==> src/rtl/usd_apu_sequencer.sv <==
`default_nettype none
// ============================================================================
// usd_apu_sequencer
//   Expands multi-block host read/write requests into single-block SD
//   commands (CMD17/CMD24) and moves block data and results.
//   Revision: 1.0
// ============================================================================
module usd_apu_sequencer #(
  parameter logic [23:0] TIMEOUT_CYCLES = 24'hFFFFFF,
  parameter int unsigned WORDS_PER_BLK  = 64
) (
  input  logic        apuClk,
  input  logic        sysRst,
  input  logic        reqValid,
  output logic        reqReady,
  input  logic        reqWrite,
  input  logic [31:0] reqBlockAddr,
  input  logic [15:0] reqBlockCount,
  input  logic [63:0] wrData,
  input  logic        wrValid,
  output logic        wrReady,
  output logic [63:0] rdData,
  output logic        rdValid,
  output logic        doneStrobe,
  output logic [3:0]  doneStatus,
  output logic [31:0] doneCardStatus,
  output logic [71:0] cmdFifoData,
  output logic        cmdFifoWrEn,
  input  logic        cmdRdyRd,
  output logic [71:0] cmdDataFifoData,
  output logic        cmdDataFifoWrEn,
  input  logic        cmdRdyWr,
  input  logic        resultPending,
  output logic        resultFifoRdEn,
  input  logic [35:0] resultFifoData,
  input  logic        rdFifoAvail,
  output logic        resultDataFifoRdEn,
  input  logic [71:0] resultDataFifoData
);

  localparam int unsigned CNT_W = $clog2(WORDS_PER_BLK + 1);
  localparam logic [CNT_W-1:0] LAST_WORD = CNT_W'(WORDS_PER_BLK - 1);
  localparam logic [CNT_W-1:0] ALL_WORDS = CNT_W'(WORDS_PER_BLK);

  localparam logic [2:0] S_IDLE     = 3'd0;
  localparam logic [2:0] S_ISSUE    = 3'd1;
  localparam logic [2:0] S_WR_DATA  = 3'd2;
  localparam logic [2:0] S_WAIT_RES = 3'd3;
  localparam logic [2:0] S_POP_RES  = 3'd4;
  localparam logic [2:0] S_CHECK    = 3'd5;
  localparam logic [2:0] S_RD_DATA  = 3'd6;
  localparam logic [2:0] S_DONE     = 3'd7;

  localparam logic [3:0] ST_OK      = 4'd0;
  localparam logic [3:0] ST_CARD    = 4'd1;
  localparam logic [3:0] ST_TIMEOUT = 4'd2;

  logic [2:0]       state;
  logic             is_write;
  logic [31:0]      base_addr;
  logic [15:0]      blk_count;
  logic [15:0]      blk_idx;
  logic [CNT_W-1:0] word_cnt;
  logic [23:0]      timer;
  logic [3:0]       status;
  logic [31:0]      card_status;
  logic             rd_valid_q;

  logic [15:0]      blk_next;
  logic             last_blk;
  logic             wr_accept;
  logic             rd_pop;
  logic             timer_hit;
  logic [31:0]      cmd_arg;
  logic             unused_bits;

  assign blk_next  = blk_idx + 16'd1;
  assign last_blk  = (blk_next == blk_count);
  assign cmd_arg   = base_addr + {16'd0, blk_idx};
  assign wr_accept = (state == S_WR_DATA) && cmdRdyWr && wrValid;
  assign rd_pop    = (state == S_RD_DATA) && rdFifoAvail && (word_cnt != ALL_WORDS);
  // Hit on the cycle that would make the elapsed WAIT_RES count reach the limit.
  assign timer_hit = ({1'b0, timer} + 25'd1) >= {1'b0, TIMEOUT_CYCLES};

  assign reqReady           = (state == S_IDLE);
  assign cmdFifoWrEn        = (state == S_ISSUE) && cmdRdyRd;
  assign cmdFifoData        = (state == S_ISSUE) ?
                              {8'h00, (is_write ? 6'd24 : 6'd17), 26'd0, cmd_arg} : 72'd0;
  assign wrReady            = (state == S_WR_DATA) && cmdRdyWr;
  assign cmdDataFifoWrEn    = wr_accept;
  assign cmdDataFifoData    = (state == S_WR_DATA) ? {8'h00, wrData} : 72'd0;
  assign resultFifoRdEn     = (state == S_POP_RES);
  assign resultDataFifoRdEn = rd_pop;
  assign rdValid            = rd_valid_q;
  // The read FIFO presents its word the cycle after the pop, so it is passed straight through.
  assign rdData             = rd_valid_q ? resultDataFifoData[63:0] : 64'd0;
  assign doneStrobe         = (state == S_DONE);
  assign doneStatus         = status;
  assign doneCardStatus     = card_status;

  assign unused_bits = &{1'b0, resultDataFifoData[71:64]};

  always_ff @(posedge apuClk) begin
    if (sysRst) begin
      state       <= S_IDLE;
      is_write    <= 1'b0;
      base_addr   <= 32'd0;
      blk_count   <= 16'd0;
      blk_idx     <= 16'd0;
      word_cnt    <= '0;
      timer       <= 24'd0;
      status      <= ST_OK;
      card_status <= 32'd0;
      rd_valid_q  <= 1'b0;
    end else begin
      rd_valid_q <= rd_pop;

      if (state != S_WAIT_RES) begin
        timer <= 24'd0;
      end else if (timer != 24'hFFFFFF) begin
        timer <= timer + 24'd1;
      end

      case (state)
        S_IDLE: begin
          if (reqValid) begin
            is_write    <= reqWrite;
            base_addr   <= reqBlockAddr;
            blk_count   <= reqBlockCount;
            blk_idx     <= 16'd0;
            word_cnt    <= '0;
            status      <= ST_OK;
            card_status <= 32'd0;
            state       <= (reqBlockCount == 16'd0) ? S_DONE : S_ISSUE;
          end
        end

        S_ISSUE: begin
          if (cmdRdyRd) begin
            word_cnt <= '0;
            state    <= is_write ? S_WR_DATA : S_WAIT_RES;
          end
        end

        S_WR_DATA: begin
          if (wr_accept) begin
            if (word_cnt == LAST_WORD) begin
              word_cnt <= '0;
              state    <= S_WAIT_RES;
            end else begin
              word_cnt <= word_cnt + CNT_W'(1);
            end
          end
        end

        S_WAIT_RES: begin
          if (resultPending) begin
            state <= S_POP_RES;
          end else if (timer_hit) begin
            status <= ST_TIMEOUT;
            state  <= S_DONE;
          end
        end

        S_POP_RES: state <= S_CHECK;

        S_CHECK: begin
          card_status <= resultFifoData[31:0];
          if (resultFifoData[35:32] != 4'd0) begin
            status <= ST_CARD;
            state  <= S_DONE;
          end else if (!is_write) begin
            word_cnt <= '0;
            state    <= S_RD_DATA;
          end else begin
            blk_idx <= blk_next;
            state   <= last_blk ? S_DONE : S_ISSUE;
          end
        end

        S_RD_DATA: begin
          if (rd_pop) begin
            word_cnt <= word_cnt + CNT_W'(1);
          end
          // All pops done; the last word is on rdData this cycle.
          if (word_cnt == ALL_WORDS) begin
            blk_idx <= blk_next;
            state   <= last_blk ? S_DONE : S_ISSUE;
          end
        end

        S_DONE:  state <= S_IDLE;

        default: state <= S_IDLE;
      endcase
    end
  end

endmodule
`default_nettype wire

==> config.mk <==
export PLATFORM = sky130hd
export DESIGN_NAME = usd_apu_sequencer
export DESIGN_NICKNAME = d
export VERILOG_FILES = /design/src/rtl/usd_apu_sequencer.sv
export SDC_FILE = /design/constraint.sdc
export NUM_CORES = 1
export LEC_CHECK = 0
export ABC_AREA = 1
export CAP_MARGIN = 5
export CORE_ASPECT_RATIO = 0.5
export CORE_MARGIN = 4
export CORE_UTILIZATION = 36
export DETAILED_ROUTE_END_ITERATION = 6
export MAX_ROUTING_LAYER = met4
export PLACE_DENSITY = 0.78
export SETUP_SLACK_MARGIN = 0.05
export SLEW_MARGIN = 0
export SYNTH_ARGS = -nofsm -noshare
export SYNTH_HDL_FRONTEND = slang
export SYNTH_SLANG_ARGS = --single-unit
==> constraint.sdc <==
create_clock -name apuClk -period 2.4 [get_ports apuClk]
set_clock_uncertainty 0.05 [all_clocks]
set_input_delay 0.48 -clock apuClk [delete_from_list [all_inputs] [get_ports apuClk]]
set_output_delay 0.48 -clock apuClk [all_outputs]
set_load 0.005 [all_outputs]
Yosys cells after proc, flatten, opt, wreduce, memory -nomap -nowiden
Index checks and enable logic that the tools add are counted.
{"block": "word_totals", "wordCells": 98, "ff_bits": 136, "inputBits": 229, "output_inout_bits": 252}
{"block": "classes", "eq_ne": 26, "n_addsub": 5, "reduce_logical": 19, "magnitude_cmp": 1, "mux": 37}
{"cell": "two-way mux 64 bit", "n": 2}
{"cell": "two-way mux 16 bit", "n": 4}
{"cell": "case mux 32 bit (2 select lines)", "n": 1}
{"cell": "two-way mux 63 bit", "n": 1}
{"cell": "two-way mux 7 bit", "n": 7}
{"cell": "case mux 16 bit (3 select lines)", "n": 1}
{"cell": "case mux 7 bit (5 select lines)", "n": 1}
{"cell": "two-way mux 3 bit", "n": 11}
{"cell": "adder 32 x 16 -> 32 bit", "n": 1}
{"cell": "two-way mux 32 bit", "n": 1}
{"cell": "adder 24 x 1 -> 25 bit (second input constant)", "n": 1}
{"cell": ">= comparator 25 x 24 -> 1 bit (second input constant)", "n": 1}
{"cell": "adder 24 x 1 -> 24 bit (second input constant)", "n": 1}
{"cell": "inequality test 24 bit (second input constant)", "n": 1}
{"cell": "case mux 3 bit (8 select lines)", "n": 1}
{"cell": "two-way mux 4 bit", "n": 5}
{"cell": "inequality test 2 bit (second input constant)", "n": 10}
{"cell": "adder 16 x 1 -> 16 bit (second input constant)", "n": 1}
{"cell": "== test 16 bit", "n": 1}
{"cell": "logical NOT 16 bit", "n": 1}
{"cell": "== test 3 bit (second input constant)", "n": 4}
{"cell": "case mux 4 bit (3 select lines)", "n": 1}
{"cell": "AND reduction 5 bit", "n": 2}
{"cell": "adder 7 x 1 -> 7 bit (second input constant)", "n": 1}
{"cell": "other kinds (19)", "n": 27}

Depth between registers and ports, before layout
Gate-level depths: netlist of run 1.
{"block": "depth", "word_depth": 6, "mapped_depth": 17, "depth_no_buf": 17}

Least setup slack after synthesis of run 1
OpenSTA, ideal clock, no wires.
{"block": "synth_path", "path_type": "register -> output", "start": "register blk_idx[0]", "end": "output port cmdFifoData[14]", "arrival_time_ns": 2.036, "required_ns": 1.870, "path_buffers": 0, "stages_incl_launch_ff": 12, "setup_slack_ns": -0.166, "path_cell_list": "dfxtp_1 ha_1 fa_1 nand3_1 nand2_1 a31oi_1 o21ai_1 a21oi_1 inv_1 a21oi_1 xor2_1 nor2_1"}
{"block": "synth_via", "elab_chain_len": 2}
{"element": "start, declared", "line": "62", "rtl": "logic [15:0] blk_idx;"}
{"element": "start signal, assigned", "line": "176", "rtl": "blk_idx <= blk_next;"}
{"element": "start signal, assigned", "line": "187", "rtl": "blk_idx <= blk_next;"}
{"element": "adder 32 x 16 -> 32 bit", "line": "79", "rtl": "assign cmd_arg = base_addr + {16'd0, blk_idx};"}
{"element": "two-way mux 63 bit", "line": "87", "rtl": "assign cmdFifoData = (state == S_ISSUE) ?"}
{"element": "end, declared", "line": "27", "rtl": "output logic [71:0] cmdFifoData,"}
No other way between the ends.

Final worst setup path of run 1
{"block": "layout_path", "start": "register base_addr[1]", "end": "output port cmdFifoData[14]"}
{"block": "layout_via", "elab_chain_len": 2}
{"element": "start, declared", "line": "60", "rtl": "logic [31:0] base_addr;"}
{"element": "start signal, assigned", "line": "128", "rtl": "base_addr <= reqBlockAddr;"}
{"element": "adder 32 x 16 -> 32 bit", "line": "79"}
{"element": "two-way mux 63 bit", "line": "87"}
No other way between the ends.

==> flow_summary.ini, run 1 <==
[layout]
num-fill-cells = 2055
drive_above_1_share_pct = 21.75
fin_nets = 2325
synthToLayoutAreaGrowth_pct = 78.21
final_area_sq_mm = 0.01605
post-route-util_pct = 66.11
diodes = 0

[detailed_routing]
wl_um = 39940
drc = 0
drt_iter0_drc = 1043
dr.pass1.iters = 7
vias_per_cell = 4.863
vias = 11784
routedWlPerCell_um = 16.48
ant_nets = 0

[synth]
syn_inst = 1499
synth.distinct_cells = 40
synth.avg_cell_area_sq_um = 6.007
ys.flop_type = dfxtp_1
seq_area_frac_synth_pct = 29.79
synthArstFlopShare_pct = 0
netlist_area_sq_mm = 0.009005
ys_ff_latch = 134
synth_edf_count = 0
yosys_warnings = 0

[hold_path]
hp-start = doneStatus[1]
min_path_type = register to register

[timing]
finalHoldViolations = 0
fin_ws_ns = -0.7469
slew-limit-headroom_pct = 54.42
fmax_mhz = 317.8
worst_pin_slew_ns = 0.6830
period_share_pct = 131.1
setup_violations = 29
grt_setup_unrepaired = true
min_period_ns = 3.147
slew_violations = 0

[power_and_ir_drop]
p_per_area_mw_per_mm2 = 762.5
p_leak_nw = 7.485
vdd_drop_max_mv = 0.5393

[critical_path]
cp-end-kind = primary output
cp.required_ns = 1.87
cp_cell_sequence = buf_6, fa_2, nand3_2, nand2_4, a31oi_4, o21ai_4, a21oi_2, buf_4, inv_2, a21oi_2, xor2_1, nor2_1, buf_2
arrival_ns = 2.62
r2r-start = state[1]
path_max_fanout = 3
startpoint = base_addr[1]
worstSetupPathType = register to primary output
cpMaxStageDelayCell = fa_2
cp-start-kind = register
critPathMostFrequentCell = a21oi_2
critPathMaxStageDelay_ns = 0.41

[placement]
place_congestion = 0.9601
port_buffers = 425
dp_hpwl_um = 29260
placed_area_sq_mm = 0.01436

[floorplanning]
die-area_sq_mm = 0.02776
die_w_um = 231.7
start_util_pct = 37.10
pin_count = 481
core_area_sq_mm = 0.02427
fp.dieH_um = 119.8
num_rows = 40

[run_status]
status = complete, but fails checks
failed_checks = negative setup slack

[global_routing]
track_usage_pct = 27.09
grt_max_degree = 44
grt_pass1_wl_um = 59130
antenna_found_initial = 0
grt-ovfl-total = 0
grt_pass1_vias = 11119

[clock_tree]
cts_buffers = 17
clock_sinks = 134
cts-root-buf = clkbuf_16
cts.clk_slew.worst_paths_ns = 0.06
cts_hold_buf = 0
cts_max_level = 4
clock_path_buffers = 2
cts_tree = yes
clk_latency_ns = 0.42

[flow_run]
max_cap_viol_count = 0
-- cell usage in the layout, fill, tap and decap left out, drive strengths merged, types with 7 or more instances in the layout --
| master | n |
|---|---|
| nand2 | 326 |
| clkdlybuf4s50 | 320 |
| buf | 252 |
| inv | 245 |
| nor2 | 235 |
| dfxtp | 134 |
| a21oi | 134 |
| nand3 | 102 |
| o21ai | 93 |
| conb | 47 |
| nor3 | 28 |
| clkbuf | 25 |
| dlygate4sd2 | 21 |
| ha | 21 |
| nand4 | 20 |
| xor2 | 11 |
| clkdlybuf4s15 | 9 |
| a31oi | 8 |
| nor4 | 7 |
| o21bai | 7 |
-- state kept, by name (all words and copies together), names as in the netlist --
register	flops
doneStatus	2
blk_count	16
base_addr	32
blk_idx	16
doneCardStatus	32
rdValid	1
word_cnt	7
state	3
timer	24
is_write	1
-- synth_stat cells, drive strengths merged (3+ instances only) --
master / n / area (sq um)
a21oi: 134 / 693.2
a31oi: 8 / 50.05
nand3b: 4 / 30.03
nor4: 7 / 43.79
ha: 21 / 262.8
buf: 67 / 460.4
inv: 246 / 923.4
o21a: 4 / 30.03
xor2: 11 / 96.34
nand4: 20 / 125.1
nand3: 102 / 520.5
nor3: 28 / 162.7
o21bai: 7 / 52.55
nand2: 326 / 1224
clkbuf: 34 / 130.1
nor3b: 3 / 27.52
nor2: 235 / 902.1
o21ai: 93 / 465.5
xnor2: 6 / 52.55
dfxtp: 134 / 2683
-- per-layer routing --
metal  up-vias  wire length [um]  global-route usage (%)
met2       495             20160                   47.18
met1      5414             16180                   32.03
li1       5788                 -                       -
met4         0              1134                   7.609
met3        87              2470                   5.503
met5         -                 0                       -
-- critical path, delay by kind of cell, from the launching register on --
kind,cells,cell delay (ns)
DFF,1,0.36
and+or+nand+nor,3,0.22
adders and majority gates,1,0.41
AOI/OAI and AO/OA,4,0.63
xor gates and xnor gates,1,0.15
buffers and inverters,4,0.41
-- worst paths after layout --
kind | endpoint | slack, ns | cells past startpoint
max | cmdFifoData[14] | -0.75 | 13
min | doneStatus[1] | 0.40 | 2
max reg2reg | word_cnt[3] | 0.14 | 13
min reg2reg | doneStatus[1] | 0.40 | 2
-- kinds of logic (layout without fill, tap and decap cells) --
logic type	Yosys count	after routing	synth area share [%]
AO/OA/AOI/OAI	249	249	14.59
adder cells (fa/ha/maj)	22	22	3.140
other	1	47	0.04164
flip-flops	134	134	29.79
buffers and inverters	348	890	16.85
AND/OR/NAND/NOR	728	728	33.93
XOR/XNOR	17	17	1.653
-- metrics by stage --
stage | instances | total power, mW | hold slack, ns | worst slack (ns) | setup TNS, ns
after floorplan | 1545 | 5.810 | 0.3908 | 0.02151 | 0
after global placement | 2327 | 8.412 | 0.3889 | -0.5601 | -10.68
after detailed placement | 2327 | 8.482 | 0.3970 | -0.6779 | -12.53
after CTS | 2395 | 11.77 | 0.4058 | -0.6715 | -13.19
after global routing | 2423 | 12.98 | 0.4278 | -0.8660 | -20.37
final | 2423 | 12.24 | 0.4027 | -0.7469 | -17.02
-- what timing repair did --
action	4_1_cts	5_1_grt
setup endpoints to repair	142	114
setup buffers	31	29
pin swaps	35	38
gates cloned	5	2
resized for setup	426	119
endpoints found under the hold margin	0	0
-- where the power goes --
group	switching [mW]	internal, mW
combinational	3.29	2.95
clock	1.04	1.86
sequential	0.355	2.75
-- cell type report --
| cell class | instances | area (sq um) | area share, % |
|---|---|---|---|
| inverter | 247 | 935.9 | 5.832 |
| clock inverter | 11 | 170.2 | 1.060 |
| tap | 336 | 420.4 | 2.620 |
| timing repair buffer | 611 | 5662 | 35.28 |
| sequential | 134 | 2713 | 16.90 |
| clock buffer | 21 | 481.7 | 3.002 |
| multi-input combinational | 1063 | 5665 | 35.30 |
Power figures use the tool's default switching activity.
==> inputs of run 2 (changes only) <==
--- a/config.mk
+++ b/config.mk
@@ -6,6 +6,7 @@
 export NUM_CORES = 1
 export LEC_CHECK = 0
 export ABC_AREA = 1
+export ABC_CLOCK_PERIOD_IN_PS = 2400
 export CAP_MARGIN = 5
 export CORE_ASPECT_RATIO = 0.5
 export CORE_MARGIN = 4
==> results of run 2 <==
Same layout as run 1: the final DEF is identical, and so are final timing and power.
==> inputs of run 3 (changes only) <==
==> constraint.sdc (replaced) <==
create_clock -name apuClk -period 2.4 [get_ports apuClk]
set_clock_uncertainty 0.05 [all_clocks]
set_input_delay 0.48 -clock apuClk [delete_from_list [all_inputs] [get_ports apuClk]]
set_output_delay 0.48 -clock apuClk [all_outputs]
set_load 0.05 [all_outputs]
==> flow_summary.ini, run 3 (same netlist as run 1, synthesis figures left out) <==
[run_status]
status = complete, but fails checks
failed_checks = negative setup slack

[timing]
fmax_mhz = 319.1
setup_violations = 31
min_period_ns = 3.134
period_share_pct = 130.6
finalHoldViolations = 0
fin_ws_ns = -0.7337
holdWs_ns = 0.2518
slew-limit-headroom_pct = 53.43
slew_violations = 0
fin_tns_setup_ns = -16.55
grt_setup_unrepaired = true
worst_pin_slew_ns = 0.6977

[clock_tree]
cts_hold_buf = 0
clock_sinks = 134
cts-root-buf = clkbuf_16
cts_tree = yes
clock_path_buffers = 2
cts.clk_slew.worst_paths_ns = 0.06
clk_latency_ns = 0.42
cts_buffers = 17
cts_max_level = 4

[layout]
final_cell_mix = nand2_1, clkdlybuf4s50_1, inv_1
synthToLayoutAreaGrowth_pct = 97.71
regArea_sq_mm = 0.002719
num-fill-cells = 1740
drive_above_1_share_pct = 26.86
post-route-util_pct = 73.35
multi_input_area_sq_mm = 0.006098
fin_nets = 2271
layout_commonest_cell = nand2_1
fin_cells = 2376

[global_routing]
antenna_found_initial = 6
grt_pass1_vias = 11020
track_usage_pct = 26.57
grt_max_degree = 74
grt_pass1_wl_um = 57590
grt-ovfl-total = 0

[placement]
dp_hpwl_um = 29770
dpl.cell_count = 2312
post-place-ws_ns = -0.4001
place_congestion = 0.9215
port_buffers = 425

[detailed_routing]
vias = 11583
dr.pass1.iters = 5
routedWlPerCell_um = 16.67
drt_iter0_drc = 907
wl_um = 39620
drc = 0
ant_nets = 0
vias_per_cell = 4.875

[hold_path]
min_path_type = primary input to register
hp-start = sysRst

[floorplanning]
die-area_sq_mm = 0.02776
pin_count = 481
core_area_sq_mm = 0.02427
die_w_um = 231.7
start_util_pct = 37.10
num_rows = 40
fp.dieH_um = 119.8

[power_and_ir_drop]
p_leak_nw = 7.604
vdd_drop_max_mv = 0.5761
p_per_area_mw_per_mm2 = 827.6

[critical_path]
path_max_fanout = 4
startpoint = base_addr[11]
worstSetupPathType = register to primary output
arrival_ns = 2.60
cp.required_ns = 1.87
r2r-start = timer[1]
cp-start-kind = register
cp-end-kind = primary output

[flow_run]
max_cap_viol_count = 0
run 3: what timing repair did:
action | CTS | global route
resized for setup | 88 | 99
cloned | 0 | 1
pin swaps | 30 | 31
endpoints found under the hold margin | 0 | 0
endpoints found under the setup margin | 42 | 102
setup buffers | 8 | 17
run 3: where the power goes:
part | internal (mW) | switching, mW
Sequential | 2.75 | 0.403
Combinational | 3.55 | 5.32
Clock | 1.68 | 1.04
run 3: path summary, 6_finish.rpt:
check	to	slack, ns	cells after the start
worst min-delay path	word_cnt[1]	0.25	2
worst max register to register	doneStatus[0]	0.17	14
worst min register to register	doneStatus[1]	0.39	2
worst max-delay path	cmdFifoData[25]	-0.73	13
run 3: metrics by stage:
step / power, mW / cell area, sq um
after global placement: 11.23 / 16200
final: 14.73 / 17800
after CTS: 14.31 / 17230
after global routing: 15.42 / 17800
after floorplan: 7.870 / 9661
after detailed placement: 11.32 / 16200
run 3: worst max-delay path: stages (launching register included):
cell and delay (ns):
dfxtp_1 0.40, ha_4 0.25, nand2_1 0.14, nor2_1 0.11
a21oi_2 0.24, nand2_4 0.12, a21oi_4 0.18, inv_2 0.09
buf_6 0.12, buf_6 0.10, nand2_4 0.08, o21ai_4 0.07
a21oi_4 0.14, buf_12 0.15
run 3: final cells by class:
type	count	share of cell area, %
Sequential cell	134	15.27
Multi-Input combinational cell	1063	34.25
Timing Repair Buffer	557	39.34
Antenna cell	7	0.09839
Inverter	247	5.243
Clock inverter	11	0.6677
Tap cell	336	2.361
Clock buffer	21	2.769
run 3: per-layer routing:
layer  part of all wire [%]  GRT usage (%)  vias up
met1                     38          29.74     5309
met4                    3.6          10.44        0
met5                      0              -        -
li1                       -              -     5675
met2                     51          46.66      509
met3                    7.0          5.716       90
